## src/rtl/local_packet_assembler_pkg.sv

```systemverilog
// Shared NoC parameters for the local ejection path: flit/packet geometry
// and the small assembler state type.
package local_packet_assembler_pkg;

    localparam int FLIT_SIZE        = 4;
    localparam int PACKET_SIZE      = 32;
    localparam int FLITS_PER_PACKET = PACKET_SIZE / FLIT_SIZE;
    localparam int PKT_DEPTH        = 4;
    localparam int DROP_CNT_W       = 16;

    // Counter width able to index n items; never narrower than 1 bit.
    function automatic int log2w(input int n);
        return (n <= 2) ? 1 : $clog2(n);
    endfunction

    // Assembler state is implied by flit_cnt: zero means no partial packet held.
    typedef enum logic {
        ST_IDLE     = 1'b0,
        ST_ASSEMBLE = 1'b1
    } asm_state_e;

endpackage

```

## src/rtl/local_packet_assembler_packet_fifo.sv

```systemverilog
// Synchronous first-word-fall-through FIFO holding completed spike packets.
// Pushes while full and pops while empty are ignored.
module packet_fifo
    import local_packet_assembler_pkg::*;
#(
    parameter int WIDTH = PACKET_SIZE,
    parameter int DEPTH = PKT_DEPTH
) (
    input  logic                     clk,
    input  logic                     reset,
    input  logic                     i_push,
    input  logic [WIDTH-1:0]         i_data,
    input  logic                     i_pop,
    output logic [WIDTH-1:0]         o_data,
    output logic [$clog2(DEPTH):0]   o_count,
    output logic                     o_full
);

    localparam int PW = $clog2(DEPTH);

    logic [WIDTH-1:0] r_mem [DEPTH];
    logic [PW-1:0]    r_wr_ptr;
    logic [PW-1:0]    r_rd_ptr;
    logic [PW:0]      r_count;
    logic             w_push;
    logic             w_pop;

    assign o_full  = (r_count == (PW+1)'(DEPTH));
    assign w_push  = i_push && !o_full;
    assign w_pop   = i_pop && (r_count != '0);
    assign o_data  = r_mem[r_rd_ptr];
    assign o_count = r_count;

    // Storage, wrapping pointers and occupancy; memory is cleared so the head reads 0 after reset.
    always_ff @(posedge clk) begin
        if (reset) begin
            r_wr_ptr <= '0;
            r_rd_ptr <= '0;
            r_count  <= '0;
            for (int i = 0; i < DEPTH; i++) r_mem[i] <= '0;
        end else begin
            if (w_push) begin
                r_mem[r_wr_ptr] <= i_data;
                r_wr_ptr        <= r_wr_ptr + 1'b1;
            end
            if (w_pop) r_rd_ptr <= r_rd_ptr + 1'b1;
            case ({w_push, w_pop})
                2'b10:   r_count <= r_count + 1'b1;
                2'b01:   r_count <= r_count - 1'b1;
                default: r_count <= r_count;
            endcase
        end
    end

endmodule

```

## src/rtl/local_packet_assembler.sv

```systemverilog
// Router local-port ejection stage: gathers FLIT_SIZE-bit flits (low slice
// first) into PACKET_SIZE-bit packets, buffers them for the neuron core and
// back-pressures the router with o_full. Flits arriving while full are
// dropped and counted. PACKET_SIZE must be at least two flits.
module local_packet_assembler
    import local_packet_assembler_pkg::*;
#(
    parameter int PACKET_SIZE = local_packet_assembler_pkg::PACKET_SIZE,
    parameter int FLIT_SIZE   = local_packet_assembler_pkg::FLIT_SIZE,
    parameter int DEPTH       = PKT_DEPTH,
    parameter int CNT_W       = DROP_CNT_W
) (
    input  logic                   clk,
    input  logic                   reset,
    input  logic [FLIT_SIZE-1:0]   i_flit_in,
    input  logic                   i_write_req,
    output logic                   o_full,
    output logic [PACKET_SIZE-1:0] o_packet_out,
    output logic                   o_packet_valid,
    input  logic                   i_packet_read,
    output logic                   o_assembling,
    output logic [CNT_W-1:0]       o_drop_count
);

    localparam int FPP = PACKET_SIZE / FLIT_SIZE;
    localparam int CW  = log2w(FPP);

    logic [CW-1:0]          r_flit_cnt;
    logic [PACKET_SIZE-1:0] r_shift;
    logic [CNT_W-1:0]       r_drop_count;
    logic                   w_fifo_full;
    logic [$clog2(DEPTH):0] w_pkt_count;
    logic                   w_accept;
    logic                   w_last;
    logic                   w_push;
    logic [PACKET_SIZE-1:0] w_packet;
    asm_state_e             w_state;

    assign w_state  = (r_flit_cnt == '0) ? ST_IDLE : ST_ASSEMBLE;
    assign w_accept = i_write_req && !w_fifo_full;
    assign w_last   = (r_flit_cnt == CW'(FPP - 1));
    assign w_push   = w_accept && w_last;
    // Flits enter at the top and shift down, so the first flit ends at bits [FLIT_SIZE-1:0].
    assign w_packet = {i_flit_in, r_shift[PACKET_SIZE-1:FLIT_SIZE]};

    assign o_full         = w_fifo_full;
    assign o_packet_valid = (w_pkt_count != '0);
    assign o_assembling   = (w_state == ST_ASSEMBLE);
    assign o_drop_count   = r_drop_count;

    // Assembler: shift in accepted flits and wrap the flit counter on the completing flit.
    always_ff @(posedge clk) begin
        if (reset) begin
            r_flit_cnt <= '0;
            r_shift    <= '0;
        end else if (w_accept) begin
            r_shift    <= w_packet;
            r_flit_cnt <= w_last ? '0 : r_flit_cnt + 1'b1;
        end
    end

    // Saturating count of flits the router pushed into a full buffer.
    always_ff @(posedge clk) begin
        if (reset) begin
            r_drop_count <= '0;
        end else if (i_write_req && w_fifo_full && (r_drop_count != '1)) begin
            r_drop_count <= r_drop_count + 1'b1;
        end
    end

    packet_fifo #(
        .WIDTH (PACKET_SIZE),
        .DEPTH (DEPTH)
    ) u_fifo (
        .clk     (clk),
        .reset   (reset),
        .i_push  (w_push),
        .i_data  (w_packet),
        .i_pop   (i_packet_read),
        .o_data  (o_packet_out),
        .o_count (w_pkt_count),
        .o_full  (w_fifo_full)
    );

endmodule

```

## config.mk

```make
export PLATFORM = sky130hd
export DESIGN_NAME = local_packet_assembler
export DESIGN_NICKNAME = d
export VERILOG_FILES = /design/src/rtl/local_packet_assembler_pkg.sv /design/src/rtl/local_packet_assembler_packet_fifo.sv /design/src/rtl/local_packet_assembler.sv
export SDC_FILE = /design/constraint.sdc
export NUM_CORES = 1
export LEC_CHECK = 0
export ABC_AREA = 0
export BUFFER_PORTS_ARGS = -buffer_cell sky130_fd_sc_hd__buf_2
export CAP_MARGIN = 10
export CORE_UTILIZATION = 54
export CTS_BUF_LIST = sky130_fd_sc_hd__clkbuf_16
export DETAILED_ROUTE_END_ITERATION = 7
export GPL_ROUTABILITY_DRIVEN = 0
export PLACE_DENSITY = 0.86
export REMOVE_ABC_BUFFERS = 1
export SLEW_MARGIN = 20
export SYNTH_ARGS = -nofsm -noshare
export SYNTH_HDL_FRONTEND = slang
export SYNTH_HIERARCHICAL = 1
export SYNTH_SLANG_ARGS = --single-unit
export TNS_END_PERCENT = 30
```

## constraint.sdc

```tcl
create_clock -name clk -period 5.4 [get_ports clk]
set_input_delay 1.35 -clock clk [delete_from_list [all_inputs] [get_ports clk]]
set_output_delay 1.35 -clock clk [all_outputs]
set_load 0.01 [all_outputs]
```

## Word-level counts from Yosys, hierarchy flattened

Memories as Yosys holds them, arrays and structs flattened. A register that Yosys moved wholly into a read port is not among the register bits.
Index checks and enable logic that the tools add are counted.

- $add $sub $neg: 6
- $mul: 0
- Divide/modulo/power cells: 0
- Order comparisons: 0
- Equal/unequal tests: 5
- Shifts and indexed selects: 0
- Muxes and demuxes: 13
- Bitwise gates (word level): 0
- Reductions and logical operators: 11

Operator list:

| cell | number |
|---|---|
| $mux W32 | 1 |
| $reduce_or A32 Y1 | 1 |
| $add A16 B1 Y16 const B | 1 |
| $ne A16 B16 Y1 const B | 1 |
| $mux W1 | 7 |
| $add A3 B1 Y3 const B | 2 |
| $eq A3 B3 Y1 const B | 2 |
| $logic_and A1 B1 Y1 | 6 |
| $mux W2 | 3 |
| $pmux W3 S2 | 1 |
| $add A2 B1 Y2 const B | 2 |
| $logic_not A3 Y1 | 1 |
| $mux W3 | 1 |
| $reduce_bool A3 Y1 | 1 |
| $sub A3 B1 Y3 const B | 1 |
| $eq A2 B1 Y1 const B | 1 |
| $eq A2 B2 Y1 const B | 1 |
| $reduce_bool A2 Y1 | 1 |
| $logic_not A1 Y1 | 1 |

- Register bits: 58
- Latch bits: 0
- Bits in writable memories: 128
- Memory bits (read-only): 0
- Bits of input ports: 8
- Output and inout bits: 51
- Logic and storage cells: 42
- Memories: 1

Memory list:

| name | words | width | rd ports | clocked after memory_dff | write ports | RTL line | source |
|---|---|---|---|---|---|---|---|
| u_fifo.r_mem | 4 | 32 | 1 | 1 | 4 | local_packet_assembler_packet_fifo.sv:21 | `logic [WIDTH-1:0] r_mem [DEPTH];` |

## Longest topological paths before layout

- Depth after elaboration: 10
- Gate-level depth with buffers: 11
- Gate-level depth less buffers: 10

## Modules after synthesis

The synthesis kept the hierarchy.

Modules (own cells, without submodules):

| module | instances | cells an instance | area an instance (um^2) | seq. area each (um^2) |
|---|---|---|---|---|
| packet_fifo | 1 | 358 | 6029.5 | 4023.9 |
| local_packet_assembler | 1 | 241 | 1981.9 | 940.9 |

## Least setup slack after synthesis

Ideal clock, no wire load.

- Kind: in2reg
- Start point: in i_write_req
- End point: mem u_fifo/r_mem[2][0] in the netlist's numbering (enable)
- Library setup time: 0.466 ns
- Arrival: 4.658 ns
- Required time: 4.934 ns
- Path slack: 0.277 ns
- Stages on the path: 5
- Buffers on the path: 1
- Cell sequence: nor2b_1 -> clkbuf_1 -> and2_1 -> or2b_2 -> o21ai_0

RTL lines:

| element | RTL line | source |
|---|---|---|
| from (decl) | local_packet_assembler.sv:16 | `input logic i_write_req,` |
| to (decl) | local_packet_assembler_packet_fifo.sv:21 |  |

==> flow_summary.toml <==
[status]
status = "finished clean"

[floorplan]
core.rowCount = 44
fp.dieW_um = 124
core_mm2 = 0.0145
dieArea_mm2 = 0.0153
pin_count = 59
initial_core_util = 0.553
die_y_um = 124

[critical_path]
cp_max_fo = 33
path_buf_inv = 4
cp_top_family = "simple AND/OR/NAND/NOR gates"
crit_arrival_ns = 3.73
critical_path_required_ns = 5.45
cpMostUsedCell = "buf_4"
path_cells = "buf_2 -> nor2b_2 -> buf_4 -> and2_1 -> inv_1 -> nor4b_4 -> buf_4 -> or2_2"
end_kind = "register"
start_kind = "input port"
critPathKind = "in -> reg"
slowest_stage = "or2_2"
crit_path_max_incr_delay_ns = 0.79

[timing]
max_freq_mhz = 272
fin_hold_ws_ns = 0.475
relSlewSlack = 0.392
fin_crit_sh = 0.682
finalSetupViolCount = 0
layout_min_cycle_time_ns = 3.68
hold_viol_final = 0
fin_skew_ns = 0.00837
setup_ws_ns = 1.72
drv_slew = 0
rsz0062_at_grt = "no"
worst_pin_slew_ns = 0.912

[cts]
cts_resized = 0
clock-sinks = 184
insertion_delay_ns = 0.43
postCtsSetupBuffers = 0
cts.clk_slew.worst_paths_ns = 0.06
cts_buffers = 17
h-tree-depth = 4
cts_tree = "built"
cts_buffer_depth = 2
hold_buffers = 0
cts_root_buffer = "clkbuf_16"

[layout]
final_core_util = 0.626
mostFrequentLayoutCells = "131 x and2_1, 128 x edfxtp_1, 69 x nand2_1"
drive_gt1_frac = 0.229
finalNonFillerCells = 853
mostFrequentLayoutCell = "and2_1"
syn_to_final_growth_pct = 13.2
diodes = 0
finalNetCount = 670

[synthesis]
yosys_warnings = 6
yosysUniqueCellTypes = 53
yosys.area.top_type_share = 0.480
synth-seq-cells = 184
syn_area_per_cell_um2 = 13.4
synth_ff_type = "edfxtp_1"
synth-edff-count = 128
synth.area.top_cells = "edfxtp_1 48%, dfxtp_1 14%, and2_1 10%"
yosysTopAreaCell = "edfxtp_1"
ys_async_sr_fraction = 0
syn_area_mm2 = 0.00801
seq_area_frac_synth = 0.620
synthesis.instances = 599

[placed_design]
port_buffers = 58
dp_cells = 821
hpwlAfterDp_um = 9260
post-place-ws_ns = 1.28

[min_path]
hp-class = "reg -> reg"

[grt]
globalRouteTotalUtil = 0.227
grt_max_degree = 62
grt_pass1_wl_um = 25500
grt_pass1_vias = 5021
overflow = 0
antenna_found_initial = 0

[route]
routed-via-count = 4955
first_pass_iters = 7
drc = 0
drtAntennaViolNets = 0
vias_per_cell = 5.81
drt_iter0_drc = 493
routedWlPerCell_um = 18.8
wl_um = 16000

[power]
vdd_drop_max_mv = 0.242
p_total_uw = 2920
power.leakage_uw = 0.00331
power_density_mw_per_mm2 = 322

[job]
drv_cap = 0
[path summary, 6_finish.rpt]
check / start / slack, ns / depth (start not counted) / to
setup reg to reg: u_fifo/o_count[2] / 2.03 / 11 / u_fifo/o_count[2]
hold reg to reg: r_flit_cnt[1] / 0.47 / 2 / r_flit_cnt[1]
hold / removal: r_flit_cnt[1] / 0.47 / 2 / r_flit_cnt[1]
setup / recovery: i_write_req / 1.72 / 8 / u_fifo/r_mem[0][2]
[worst register-to-register path: stages (launching register included)]
cell	delay, ns
dfxtp_1	0.40
nor3b_4	0.74
nor2b_2	0.08
buf_4	0.27
and2_1	0.22
or2b_2	0.20
ha_1	0.21
inv_1	0.06
fa_1	0.37
xor2_1	0.16
or3_2	0.42
a21oi_1	0.15
[cells by family (layout without fill, tap and decap cells)]
kind of cell	after synthesis	in the layout	synth area share
AO/OA/AOI/OAI	69	69	0.0489
XOR/XNOR	4	4	0.00437
adder cells (fa/ha/maj)	6	6	0.0103
buffers and inverters	40	110	0.0280
flip-flops	184	184	0.620
multiplexers	35	35	0.0945
AND/OR/NAND/NOR	261	261	0.194
[per-stage QoR]
stage / setup TNS, ns / cell area [um^2]
global route: 0 / 9070
floorplan: -20.41 / 7820
detailed placement: 0 / 8460
finish: 0 / 9070
CTS: 0 / 9070
global placement: 0 / 8440
[flip-flops by register name (all words and copies together), names as in the netlist, named ones only]
name / count
r_shift: 28
u_fifo/o_count: 3
u_fifo/r_wr_ptr: 2
o_drop_count: 16
r_flit_cnt: 3
u_fifo/r_mem: 128
u_fifo/r_rd_ptr: 2
[cell type report]
class	count	area [um^2]
clock inverter	15	186
fill	1031	5410
sequential	184	4970
timing repair buffer	70	388
inverter	8	30.0
tap	184	230
multi-input combinational	375	2840
clock buffer	17	425
[cell usage after synthesis, drive strengths merged, types with 6 or more instances]
master,count
a21oi,45
edfxtp,128
nor2,14
inv,8
mux4,32
buf,20
nand2,69
clkbuf,12
dfxtp,56
or3,7
and2,131
o21ai,8
nand4,6
[power breakdown]
| part | internal (uW) | switching [uW] |
|---|---|---|
| Sequential | 1540 | 14.6 |
| Combinational | 27.6 | 58.0 |
| Clock | 771 | 512 |
[routing by layer]
layer	track usage	wire length (um)	vias to the layer above
met2	0.392	8190	177
met5	0	0	-
met3	0.0508	937	25
li1	-	-	2282
met4	0.0926	335	0
met1	0.274	6540	2471
Note: power is estimated with default switching activity, not from simulation.
